==> src/rtl/vm_pkg.sv <==
// Shared vending-machine definitions: coin denominations in 5-cent units,
// item price, and the change-dispenser FSM state encoding.
package vm_pkg;

    localparam int NUM_DENOM = 4;

    localparam logic [6:0] VAL_DOLLAR = 7'd20;
    localparam logic [6:0] VAL_FIFTY  = 7'd10;
    localparam logic [6:0] VAL_DIME   = 7'd2;
    localparam logic [6:0] VAL_NICKEL = 7'd1;

    localparam logic [6:0] PRICE_UNITS = 7'd25;

    typedef enum logic [2:0] {
        ST_IDLE,
        ST_SELECT,
        ST_PULSE,
        ST_GAP,
        ST_DONE
    } disp_state_t;

    // Index 0 is the largest coin; selection priority follows index order.
    function automatic logic [6:0] denom_value(input int idx);
        case (idx)
            0:       return VAL_DOLLAR;
            1:       return VAL_FIFTY;
            2:       return VAL_DIME;
            default: return VAL_NICKEL;
        endcase
    endfunction

endpackage

==> src/rtl/change_select.sv <==
// Picks the largest coin that still fits in the remaining amount and is in stock.
module change_select
    import vm_pkg::*;
(
    input  logic [6:0]                remaining,
    input  logic [NUM_DENOM-1:0][3:0] counts,
    output logic [NUM_DENOM-1:0]      pick,
    output logic [6:0]                value
);

    logic found;

    always_comb begin
        pick  = '0;
        value = '0;
        found = 1'b0;
        for (int i = 0; i < NUM_DENOM; i++) begin
            if (!found && counts[i] != 4'd0 && denom_value(i) <= remaining) begin
                pick[i] = 1'b1;
                value   = denom_value(i);
                found   = 1'b1;
            end
        end
    end

endmodule

==> src/rtl/change_dispenser.sv <==
// Change dispenser: pays out a requested amount greedily, one coin pulse at a time,
// from four finite coin tubes, reporting any amount it could not cover.
module change_dispenser
    import vm_pkg::*;
#(
    parameter int INIT_COUNT = 15,
    parameter int GAP        = 1
) (
    input  logic       CLK,
    input  logic       RST,
    input  logic       Start,
    input  logic [6:0] Amount,
    input  logic       Refill,
    output logic       OneDollar,
    output logic       FiftyCents,
    output logic       TenCents,
    output logic       FiveCents,
    output logic       Busy,
    output logic       Done,
    output logic       Shortfall,
    output logic [6:0] Residual
);

    localparam logic [3:0] INIT_CNT = 4'(INIT_COUNT);
    localparam logic [2:0] GAP_LOAD = 3'(GAP - 1);

    disp_state_t state_reg, state_next;
    logic [6:0]  remaining_reg, remaining_next;
    logic [NUM_DENOM-1:0] pick_reg, pick_next;
    logic [6:0]  value_reg, value_next;
    logic [2:0]  gap_reg, gap_next;
    logic [NUM_DENOM-1:0] coin_reg, coin_next;
    logic        busy_reg, busy_next;
    logic        done_reg, done_next;
    logic        shortfall_reg, shortfall_next;
    logic [6:0]  residual_reg, residual_next;

    logic        refill_req;
    logic        consume;
    logic [NUM_DENOM-1:0][3:0] counts;
    logic [NUM_DENOM-1:0] sel_pick;
    logic [6:0]  sel_value;

    change_select u_select (
        .remaining (remaining_reg),
        .counts    (counts),
        .pick      (sel_pick),
        .value     (sel_value)
    );

    always_comb begin
        state_next     = state_reg;
        remaining_next = remaining_reg;
        pick_next      = pick_reg;
        value_next     = value_reg;
        gap_next       = gap_reg;
        shortfall_next = shortfall_reg;
        residual_next  = residual_reg;
        refill_req     = 1'b0;
        consume        = 1'b0;

        case (state_reg)
            ST_IDLE: begin
                if (Start) begin
                    remaining_next = Amount;
                    shortfall_next = 1'b0;
                    residual_next  = '0;
                    state_next     = ST_SELECT;
                end else if (Refill) begin
                    refill_req = 1'b1;
                end
            end
            ST_SELECT: begin
                if (remaining_reg == '0) begin
                    residual_next = '0;
                    state_next    = ST_DONE;
                end else if (sel_pick != '0) begin
                    pick_next  = sel_pick;
                    value_next = sel_value;
                    state_next = ST_PULSE;
                end else begin
                    shortfall_next = 1'b1;
                    residual_next  = remaining_reg;
                    state_next     = ST_DONE;
                end
            end
            ST_PULSE: begin
                // The selector guaranteed value_reg <= remaining_reg, so no wrap here.
                remaining_next = remaining_reg - value_reg;
                consume        = 1'b1;
                gap_next       = GAP_LOAD;
                state_next     = ST_GAP;
            end
            ST_GAP: begin
                if (gap_reg == '0) begin
                    state_next = ST_SELECT;
                end else begin
                    gap_next = gap_reg - 3'd1;
                end
            end
            ST_DONE: begin
                state_next = ST_IDLE;
            end
            default: begin
                state_next = ST_IDLE;
            end
        endcase

        // Outputs are registered from the next state so they line up with it.
        coin_next = (state_next == ST_PULSE) ? pick_next : '0;
        busy_next = (state_next != ST_IDLE);
        done_next = (state_next == ST_DONE);
    end

    always_ff @(posedge CLK) begin
        if (RST) begin
            state_reg     <= ST_IDLE;
            remaining_reg <= '0;
            pick_reg      <= '0;
            value_reg     <= '0;
            gap_reg       <= '0;
            coin_reg      <= '0;
            busy_reg      <= 1'b0;
            done_reg      <= 1'b0;
            shortfall_reg <= 1'b0;
            residual_reg  <= '0;
        end else begin
            state_reg     <= state_next;
            remaining_reg <= remaining_next;
            pick_reg      <= pick_next;
            value_reg     <= value_next;
            gap_reg       <= gap_next;
            coin_reg      <= coin_next;
            busy_reg      <= busy_next;
            done_reg      <= done_next;
            shortfall_reg <= shortfall_next;
            residual_reg  <= residual_next;
        end
    end

    genvar gi;
    generate
        for (gi = 0; gi < NUM_DENOM; gi++) begin : g_inv
            logic [3:0] cnt_reg;
            always_ff @(posedge CLK) begin
                if (RST || refill_req) begin
                    cnt_reg <= INIT_CNT;
                end else if (consume && pick_reg[gi]) begin
                    cnt_reg <= cnt_reg - 4'd1;
                end
            end
            assign counts[gi] = cnt_reg;
        end
    endgenerate

    assign OneDollar  = coin_reg[0];
    assign FiftyCents = coin_reg[1];
    assign TenCents   = coin_reg[2];
    assign FiveCents  = coin_reg[3];
    assign Busy       = busy_reg;
    assign Done       = done_reg;
    assign Shortfall  = shortfall_reg;
    assign Residual   = residual_reg;

endmodule

==> config.mk <==
export PLATFORM = sky130hd
export DESIGN_NAME = change_dispenser
export DESIGN_NICKNAME = d
export VERILOG_FILES = /design/src/rtl/vm_pkg.sv /design/src/rtl/change_select.sv /design/src/rtl/change_dispenser.sv
export SDC_FILE = /design/constraint.sdc
export NUM_CORES = 1
export LEC_CHECK = 0
export CAP_MARGIN = 20
export CORE_ASPECT_RATIO = 1.5
export CORE_MARGIN = 5
export CORE_UTILIZATION = 45
export CTS_CLUSTER_SIZE = 24
export DETAILED_ROUTE_END_ITERATION = 8
export GPL_TIMING_DRIVEN = 1
export HOLD_SLACK_MARGIN = 0.02
export PLACE_DENSITY = 0.66
export SYNTH_ARGS = -nofsm -noshare
export SYNTH_HDL_FRONTEND = slang
export SYNTH_SLANG_ARGS = --single-unit
==> constraint.sdc <==
create_clock -name CLK -period 2.1 [get_ports CLK]
set_input_delay 0.63 -clock CLK [delete_from_list [all_inputs] [get_ports CLK]]
set_output_delay 0.63 -clock CLK [all_outputs]
set_load 0.05 [all_outputs]
==> results of run 1 <==
==> worst min path at each step <==
stage / start / end / slack, ps / cells past startpoint
final: value_reg[3] / value_reg[3] / 460 / 1
after detailed placement: value_reg[2] / value_reg[2] / 440 / 1
after floorplan: value_reg[3] / value_reg[3] / 430 / 1
after global routing: value_reg[3] / value_reg[3] / 480 / 1
after global placement: value_reg[2] / value_reg[2] / 430 / 1
after CTS: value_reg[2] / value_reg[2] / 460 / 1
==> worst max-delay path, stage by stage, from the launching register on <==
cell and delay, ps:
dfxtp_1 330, nor3_2 330, a22o_2 240, or3b_4 390, nor3_2 180, nor2b_2 130
a22o_1 190
==> cells by family (layout without fill, tap and decap cells) <==
logic type	Yosys count	in the layout	synth area share
DFF	51	51	0.4488
buffers and inverters	27	70	0.04895
AOI/OAI and AO/OA	56	56	0.1766
and+or+nand+nor	89	89	0.1903
adders and majority gates	12	12	0.06931
muxes	1	1	0.004401
xor gates and xnor gates	16	16	0.06160
==> Yosys cell counts <==
| cell | number | area (µm²) |
|---|---|---|
| nand3b_1 | 1 | 7.510 |
| a31oi_1 | 3 | 18.77 |
| a311oi_1 | 1 | 8.760 |
| nand2b_1 | 4 | 25.02 |
| or3b_4 | 1 | 11.26 |
| nand4_1 | 2 | 12.51 |
| ha_1 | 11 | 137.6 |
| a32oi_1 | 1 | 8.760 |
| dfxtp_1 | 51 | 1021 |
| buf_6 | 1 | 11.26 |
| a22oi_1 | 3 | 22.52 |
| nand2_1 | 27 | 101.4 |
| a2111oi_0 | 2 | 17.52 |
| a21o_2 | 1 | 8.760 |
| buf_2 | 2 | 10.01 |
| fa_1 | 1 | 20.02 |
| o211a_1 | 1 | 10.01 |
| a21o_1 | 5 | 37.54 |
| and2_1 | 1 | 6.260 |
| o211ai_1 | 5 | 37.54 |
| and3_1 | 3 | 18.77 |
| a221oi_1 | 2 | 17.52 |
| nand3_1 | 6 | 30.03 |
| a211oi_1 | 2 | 15.01 |
| mux2i_1 | 1 | 10.01 |
| nor3_1 | 12 | 60.06 |
| o21ai_0 | 8 | 40.04 |
| xnor2_1 | 11 | 96.34 |
| inv_1 | 18 | 67.56 |
| o21a_1 | 1 | 7.510 |
| a22o_2 | 1 | 10.01 |
| a22o_1 | 9 | 78.83 |
| nor3_2 | 2 | 20.02 |
| a21oi_1 | 9 | 45.04 |
| or3_1 | 1 | 6.260 |
| xor2_1 | 5 | 43.79 |
| o31a_1 | 1 | 8.760 |
| nor2b_1 | 5 | 31.28 |
| o221ai_1 | 1 | 8.760 |
| nor4_1 | 5 | 31.28 |
| nor2_1 | 19 | 71.32 |
| clkbuf_1 | 6 | 22.52 |
==> where the power goes <==
group | internal, mW | leakage [nW] | switching, mW
Combinational | 0.221 | 0.785 | 0.261
Clock | 0.235 | 0.0422 | 0.311
Sequential | 1.01 | 0.414 | 0.0410
Total | 1.47 | 1.24 | 0.614
==> through the flow <==
stage / TNS, ps / utilization / hold WS (ps)
3_5_place_dp: -182.4 / 0.5492 / 439.9
2_1_floorplan: 0 / - / 426.1
5_1_grt: 0 / 0.5668 / 482.4
6_report: 0 / 0.5668 / 460.1
3_3_place_gp: 0 / 0.5492 / 432.4
4_1_cts: 0 / 0.5658 / 461.4
==> final cells by class <==
type	instances	share of cell area
Timing Repair Buffer	44	0.1346
Inverter	18	0.02439
Multi-Input combinational cell	174	0.4133
Tap cell	66	0.02981
Clock buffer	7	0.02755
Sequential cell	51	0.3686
Clock inverter	1	0.001807
==> metal layers <==
metal	wire [µm]	GRT usage
met5	0	0
met4	127	0.07657
met3	222	0.03472
met2	2623	0.2831
met1	2071	0.1904
==> impl_metrics.json, run 1 <==
{
  "final_cell_count_no_fill": 361,
  "design_area_um2": 2770,
  "cts_sinks": 51,
  "core_area_um2": 4887,
  "hp-class": "register to register",
  "clk_pin_slew_ps": 90,
  "finalHoldViolCount": 0,
  "powerDensity_nw_per_um2": 750.6,
  "post_cts_buffers": 0,
  "dieWidth_um": 68.05,
  "place_congestion": 0.8192,
  "grt_pass1_wl_um": 8556,
  "wl_per_cell_um": 13.97,
  "drv_cap": 0,
  "cp-start-kind": "register",
  "netlist_instances": 252,
  "fmax_ghz": 0.5280,
  "dp_slack_ps": -31.17,
  "seq_area_um2": 1021,
  "crit_start": "remaining_reg[4]",
  "finClkSkew_ps": 7.165,
  "via_per_inst": 5.233,
  "ys_warn_count": 0,
  "drc": 0,
  "setup_slack_ps": 206.2,
  "drive_gt1_frac": 0.1525,
  "required_ps": 2310,
  "areaGrowthSynthToFinish_pct": 21.78,
  "syn_nets": 275,
  "worstMarginPinSlew_ps": 501.8,
  "p_leak_nw": 1.242,
  "seq_area_frac_synth": 0.4488,
  "setup_viol": 0,
  "grt-ovfl-total": 0,
  "die_h_um": 97.08,
  "endpoint": "Residual[2]",
  "vias": 1889,
  "cts_resized": 0,
  "nets": 317,
  "hpwl_um": 3908,
  "first_global_vias": 1912,
  "htreeDepth": 2,
  "netlist_area_um2": 2275,
  "layout_common_cells": "51 x dfxtp_1, 32 x buf_4, 27 x nand2_1, 19 x nor2_1, 18 x inv_1",
  "synth_seq_cells": 51,
  "worstPathArrival_ps": 2100,
  "rr_startpoint": "remaining_reg[4]",
  "ir_worst_vdd_v": 0.0002804,
  "numCtsBuffers": 5,
  "place_area_um2": 2684,
  "multi_input_area_um2": 1145,
  "yosysUniqueCellTypes": 42,
  "insertion_delay_ps": 300,
  "hold_buffers": 0,
  "mostFrequentLayoutCell": "dfxtp_1",
  "path_max_fanout": 7,
  "reg2reg_depth": 6,
  "antenna_found_initial": 0,
  "io_buffers": 24,
  "start_util": 0.4654,
  "crit_path_end_kind": "register",
  "relSlewSlack": 0.6649,
  "rsz0062_at_grt": "no",
  "drt-total-wl_um": 5044,
  "outcome": "finished clean",
  "diodes": 0,
  "avgSynthCellArea_um2": 9.027,
  "finalPower_mw": 2.079,
  "io_pins": 25,
  "ant_nets": 0,
  "grt_usage": 0.1662,
  "fin_crit_ps": 1894,
  "drtIter0Drc": 154,
  "drt_pass1_iterations": 4,
  "dieArea_um2": 6606,
  "drv_slew": 0,
  "root_buffer": "clkbuf_8",
  "rows": 31,
  "largest_register_ffs": 16,
  "nFillCells": 479,
  "grt_max_degree": 17,
  "clockBufferDepth": 2,
  "place_inst": 353,
  "crit_type": "register to register",
  "period_share": 0.9018,
  "worst_r2r_endpoint": "Residual[2]",
  "reg2reg_slack_ps": 210,
  "tritoncts": "yes"
}
Power figures use the tool's default switching activity.
==> inputs of run 2 (changes only) <==
--- a/config.mk
+++ b/config.mk
@@ -13,7 +13,8 @@
 export DETAILED_ROUTE_END_ITERATION = 8
 export GPL_TIMING_DRIVEN = 1
 export HOLD_SLACK_MARGIN = 0.02
-export PLACE_DENSITY = 0.66
+export PLACE_DENSITY = 0.65
 export SYNTH_ARGS = -nofsm -noshare
 export SYNTH_HDL_FRONTEND = slang
+export SYNTH_HIERARCHICAL = 1
 export SYNTH_SLANG_ARGS = --single-unit
==> impl_metrics.json, run 2 <==
{
  "hold_buffers": 0,
  "die_h_um": 104.3,
  "finClkSkew_ps": 5.911,
  "comb_power_share": 0.420,
  "insertion_delay_ps": 300,
  "cp-start-kind": "register",
  "power_frac_seq": 0.384,
  "crit_path_end_kind": "register",
  "synth_area_leaders": "dfxtp_1 41%, nand2_1 7.3%, ha_1 5.6%",
  "numCtsBuffers": 5,
  "ir_worst_vdd_v": 0.0004927,
  "required_ps": 2300,
  "worstMarginPinSlew_ps": 501.9,
  "powerDensity_nw_per_um2": 884.5,
  "drt_pass1_iterations": 4,
  "nets": 399,
  "tritoncts": "yes",
  "antenna_found_initial": 0,
  "netlist_top_cells_count": "54 x dfxtp_1, 52 x nand2_1, 24 x nor2_1, 21 x a21oi_1, 19 x inv_1",
  "netlist_instances": 313,
  "rows": 34,
  "finalPower_mw": 3.071,
  "dieWidth_um": 72.85,
  "cts_sinks": 54,
  "drive_gt1_frac": 0.2633,
  "final_cell_count_no_fill": 448,
  "cpMaxStageDelayCell": "dfxtp_4",
  "outcome": "finished clean",
  "p_leak_nw": 1.511,
  "path_cells": "nor3_1, a31oi_1, and4b_2, nor4_4, a21oi_2, o21ai_4, buf_12, mux2i_1, nor2_1",
  "reg2reg_slack_ps": 20,
  "hpwl_um": 4583,
  "wl_per_cell_um": 13.51,
  "layout_common_cells": "52 x nand2_1, 51 x buf_4, 41 x dfxtp_1, 23 x nor2_1",
  "rr_startpoint": "remaining_reg[2]",
  "grt-ovfl-total": 0,
  "vias": 2309,
  "worstPathArrival_ps": 2280,
  "utilization": 0.6001,
  "fin_crit_ps": 2085,
  "hold_path_end": "value_reg[3]",
  "place_inst": 436,
  "ant_nets": 0,
  "via_per_inst": 5.154,
  "htreeDepth": 2,
  "power.switching_mw": 1.074,
  "cp_slowest_stage_delay_ps": 380,
  "drtIter0Drc": 74,
  "grt_max_degree": 36,
  "seq_area_frac_synth": 0.4054,
  "path_max_fanout": 7,
  "synth_edf_count": 0,
  "ys_warn_count": 6,
  "io_pins": 25,
  "mostFrequentLayoutCell": "nand2_1",
  "hp-class": "register to register",
  "yosysTopAreaCell": "dfxtp_1",
  "hp-start": "value_reg[3]",
  "core_area_um2": 5786,
  "grt_usage": 0.1697,
  "clk_pin_slew_ps": 100,
  "io_buffers": 24,
  "grt_pass1_wl_um": 10380,
  "design_area_um2": 3472,
  "fin_hold_ws_ps": 467.9,
  "crit_type": "register to register",
  "synth_ff_type": "dfxtp_1",
  "period_share": 0.9928,
  "start_util": 0.4609,
  "reg2reg_depth": 9,
  "yosys.area.top_type_share": 0.4054,
  "finalHoldViolCount": 0,
  "min_path_cells": 2,
  "areaGrowthSynthToFinish_pct": 30.22,
  "worst_r2r_endpoint": "Residual[2]",
  "netlist_area_um2": 2666,
  "first_global_vias": 2322,
  "fmax_ghz": 0.4797,
  "place_congestion": 0.7710,
  "diodes": 0,
  "setup_viol": 0,
  "largest_register_ffs": 16,
  "clkPwrFrac": 0.196,
  "drv_cap": 0,
  "drv_slew": 0,
  "avgSynthCellArea_um2": 8.519,
  "dieArea_um2": 7596,
  "async_flop_share": 0,
  "place_area_um2": 3216,
  "swShare": 0.3497,
  "path_buf_inv": 1,
  "clockBufferDepth": 2,
  "drt-total-wl_um": 6052,
  "root_buffer": "clkbuf_8",
  "yosysUniqueCellTypes": 53,
  "intPower_mw": 1.997,
  "drc": 0,
  "rsz0062_at_grt": "yes",
  "synth_seq_cells": 54,
  "relSlewSlack": 0.6648,
  "crit_family": "simple AND/OR/NAND/NOR gates",
  "synth_most_common_cell": "dfxtp_1"
}
==> run 2: cell types whose count changed in the layout (fill, tap and decap cells not counted), sizes merged, moves of 6 or more <==
cell	before	now
a21oi	9	22
a22o	10	0
buf	33	54
mux2i	1	7
nand2	27	53
nor2	19	25
==> run 2: how the worst max path moves through the flow <==
stage | from | endpoint | cells past startpoint
finish | remaining_reg[2] | Residual[2] | 9
global route | remaining_reg[2] | Residual[1] | 9
CTS | g_inv[1].cnt_reg[0] | Residual[2] | 10
detailed placement | g_inv[3].cnt_reg[0] | Residual[2] | 8
global placement | g_inv[3].cnt_reg[0] | Residual[6] | 8
floorplan | remaining_reg[3] | Residual[0] | 8
==> run 2: power groups by stage <==
stage	Clock [mW]	Sequential (mW)	Combinational, mW
finish	0.601	1.18	1.29
global route	0.665	1.19	1.41
CTS	0.627	1.18	1.17
detailed placement	0	1.20	1.11
global placement	0	1.20	1.10
floorplan	0	1.24	0.671
==> run 2: final cells by class <==
type	count	area (µm²)
Clock buffer	6	82.58
Clock inverter	2	12.51
Fill cell	583	2313
Inverter	19	71.32
Multi-Input combinational cell	226	1518
Sequential cell	54	1100
Tap cell	72	90.09
Timing Repair Buffer	69	598.1
==> run 2: cell families (layout without fill, tap and decap cells) <==
family | after synthesis | count (layout) | synth area share
simple gates | 133 | 133 | 0.2576
compound gates | 55 | 55 | 0.1295
flops | 54 | 54 | 0.4054
buf+inv | 34 | 96 | 0.06241
xor+xnor | 15 | 15 | 0.04927
fa+ha+maj | 13 | 13 | 0.06382
mux | 8 | 8 | 0.03050
other cells | 1 | 2 | 0.001406
==> run 2: worst register-to-register path: cells and delay by family, from the launching register on <==
| family | cells | cell delay (ps) |
|---|---|---|
| simple gates | 4 | 880 |
| flops | 1 | 380 |
| compound gates | 3 | 380 |
| mux | 1 | 190 |
| buf+inv | 1 | 140 |
==> run 2: layer usage <==
layer	routed length [µm]	GRT usage	vias up
met3	161	0.03191	4
met4	50	0.05277	0
met5	0	0	-
met2	3373	0.3133	36
met1	2466	0.1888	1074
li1	-	-	1195
==> run 2: repair_timing <==
action	4_1_cts	5_1_grt
endpoints found under the setup margin	22	26
setup buffers	1	3
pin swaps	1	7
gates resized for setup	11	23
==> run 2: per-stage QoR <==
step / TNS, ps / setup slack (ps)
detailed placement: -2080 / -208.9
global placement: -1089 / -127.3
CTS: 0 / 3.372
floorplan: 0 / 5.085
global route: -1285 / -87.81
finish: 0 / 15.17
==> inputs of run 3 (changes only) <==
--- a/config.mk
+++ b/config.mk
@@ -9,11 +9,13 @@
 export CORE_ASPECT_RATIO = 1.5
 export CORE_MARGIN = 5
 export CORE_UTILIZATION = 45
-export CTS_CLUSTER_SIZE = 24
+export CTS_CLUSTER_SIZE = 25
 export DETAILED_ROUTE_END_ITERATION = 8
 export GPL_TIMING_DRIVEN = 1
 export HOLD_SLACK_MARGIN = 0.02
 export PLACE_DENSITY = 0.65
+export SETUP_SLACK_MARGIN = 0.3
+export SKIP_CTS_REPAIR_TIMING = 1
 export SYNTH_ARGS = -nofsm -noshare
 export SYNTH_HDL_FRONTEND = slang
 export SYNTH_HIERARCHICAL = 1
==> impl_metrics.json, run 3 (synthesis gave the netlist of run 2 again) <==
{
  "outcome": "finished, violations left",
  "violations": "negative setup slack",
  "root_buffer": "clkbuf_8",
  "endpoint": "pick_reg[2]",
  "htreeDepth": 2,
  "nFillCells": 542,
  "ir_worst_vdd_v": 0.0006690,
  "setup_slack_ps": -15.89,
  "rows": 34,
  "setup_viol": 7,
  "hpwl_um": 4839,
  "drtIter0Drc": 138,
  "dp_slack_ps": -87.59,
  "drv_slew": 0,
  "min_path_cells": 2,
  "drive_gt1_frac": 0.3008,
  "first_global_vias": 2192,
  "dieWidth_um": 72.85,
  "numCtsBuffers": 5,
  "drc": 0,
  "finClkSkew_ps": 7.921,
  "vias": 2338,
  "drt-total-wl_um": 6626,
  "largest_register_ffs": 16,
  "fin_crit_ps": 2116,
  "required_ps": 2340,
  "path_cells": "nor4_4, a21o_1, nor3b_1, buf_4, or4_4, nand3_4, clkbuf_16, nand2_1, a21oi_1",
  "diodes": 0,
  "start_util": 0.4609,
  "cts_sinks": 54,
  "mostFrequentLayoutCell": "nand2_1",
  "ant_nets": 0,
  "place_inst": 424,
  "crit_start": "g_inv[2].cnt_reg[0]",
  "utilization": 0.6170,
  "cp-start-kind": "register",
  "cp_slowest_stage_delay_ps": 530,
  "grt_max_degree": 20,
  "hp-class": "register to register",
  "grt-ovfl-total": 0,
  "drv_cap": 0,
  "worst_r2r_endpoint": "pick_reg[2]",
  "final_cell_count_no_fill": 441,
  "cpMaxStageDelayCell": "or4_4",
  "crit_path_end_kind": "register",
  "reg2reg_depth": 9,
  "clk_pin_slew_ps": 90,
  "via_per_inst": 5.302,
  "layout_common_cells": "49 x nand2_1, 40 x buf_4, 39 x dfxtp_1, 22 x nor2_1, 18 x inv_1",
  "wl_per_cell_um": 15.02,
  "fmax_ghz": 0.4726,
  "nets": 392,
  "worstPathArrival_ps": 2360,
  "io_pins": 25,
  "relSlewSlack": 0.6618,
  "worstMarginPinSlew_ps": 506.4,
  "rr_startpoint": "g_inv[2].cnt_reg[0]",
  "crit_type": "register to register",
  "grt_pass1_wl_um": 10140,
  "antenna_found_initial": 0,
  "insertion_delay_ps": 300,
  "dieArea_um2": 7596,
  "period_share": 1.008,
  "place_congestion": 0.8007,
  "path_max_fanout": 5,
  "clockBufferDepth": 2,
  "drt_pass1_iterations": 4,
  "io_buffers": 24,
  "tritoncts": "yes",
  "p_leak_nw": 1.544,
  "grt_usage": 0.1686,
  "powerDensity_nw_per_um2": 907.1,
  "die_h_um": 104.3,
  "finalHoldViolCount": 0,
  "rsz0062_at_grt": "yes",
  "areaGrowthSynthToFinish_pct": 33.88,
  "core_area_um2": 5786,
  "reg2reg_slack_ps": -20
}
[run 3: layout make-up]
| cell class | count | area [µm²] | share of cell area |
|---|---|---|---|
| clock buffers | 8 | 101.3 | 0.02839 |
| inverters | 19 | 71.32 | 0.01998 |
| multi-input cells | 227 | 1622 | 0.4543 |
| flip-flops and latches | 54 | 1115 | 0.3123 |
| well taps | 72 | 90.09 | 0.02524 |
| repair buffers | 61 | 570.5 | 0.1598 |
[run 3: critical path: cells and delay by family, from the launching register on]
family	cells	cell delay, ps
flip-flops	1	370
buffers and inverters	2	330
AND/OR/NAND/NOR	5	1100
AO/OA/AOI/OAI	2	270
[run 3: routing by layer]
layer / global-route usage / wire length [µm] / vias up
li1: - / - / 1173
met1: 0.1902 / 2583 / 1096
met2: 0.3075 / 3593 / 51
met3: 0.02805 / 221 / 18
met4: 0.05937 / 227 / 0
met5: 0 / 0 / -
[run 3: how the worst min path moves through the flow]
stage,from,endpoint,slack (ps)
floorplan,value_reg[2],value_reg[2],440
global placement,value_reg[4],value_reg[4],440
detailed placement,value_reg[5],value_reg[5],450
CTS,value_reg[5],value_reg[5],460
global route,value_reg[5],value_reg[5],480
finish,value_reg[5],value_reg[5],460
[run 3: through the flow]
step	area, µm²	hold slack (ps)	setup TNS (ps)	total power [mW]
final	3570	459.1	-62.82	3.238
after detailed placement	3162	449.2	-497.8	2.317
after global routing	3570	475.7	-1190	3.427
after global placement	3162	440.9	-537.2	2.304
after CTS	3263	463.0	-722.9	2.966
after floorplan	2725	436.3	0	1.968
[run 3: power breakdown]
group          switching, mW  internal [mW]
Clock                  0.332          0.310
Combinational          0.713          0.677
Sequential            0.0991           1.11
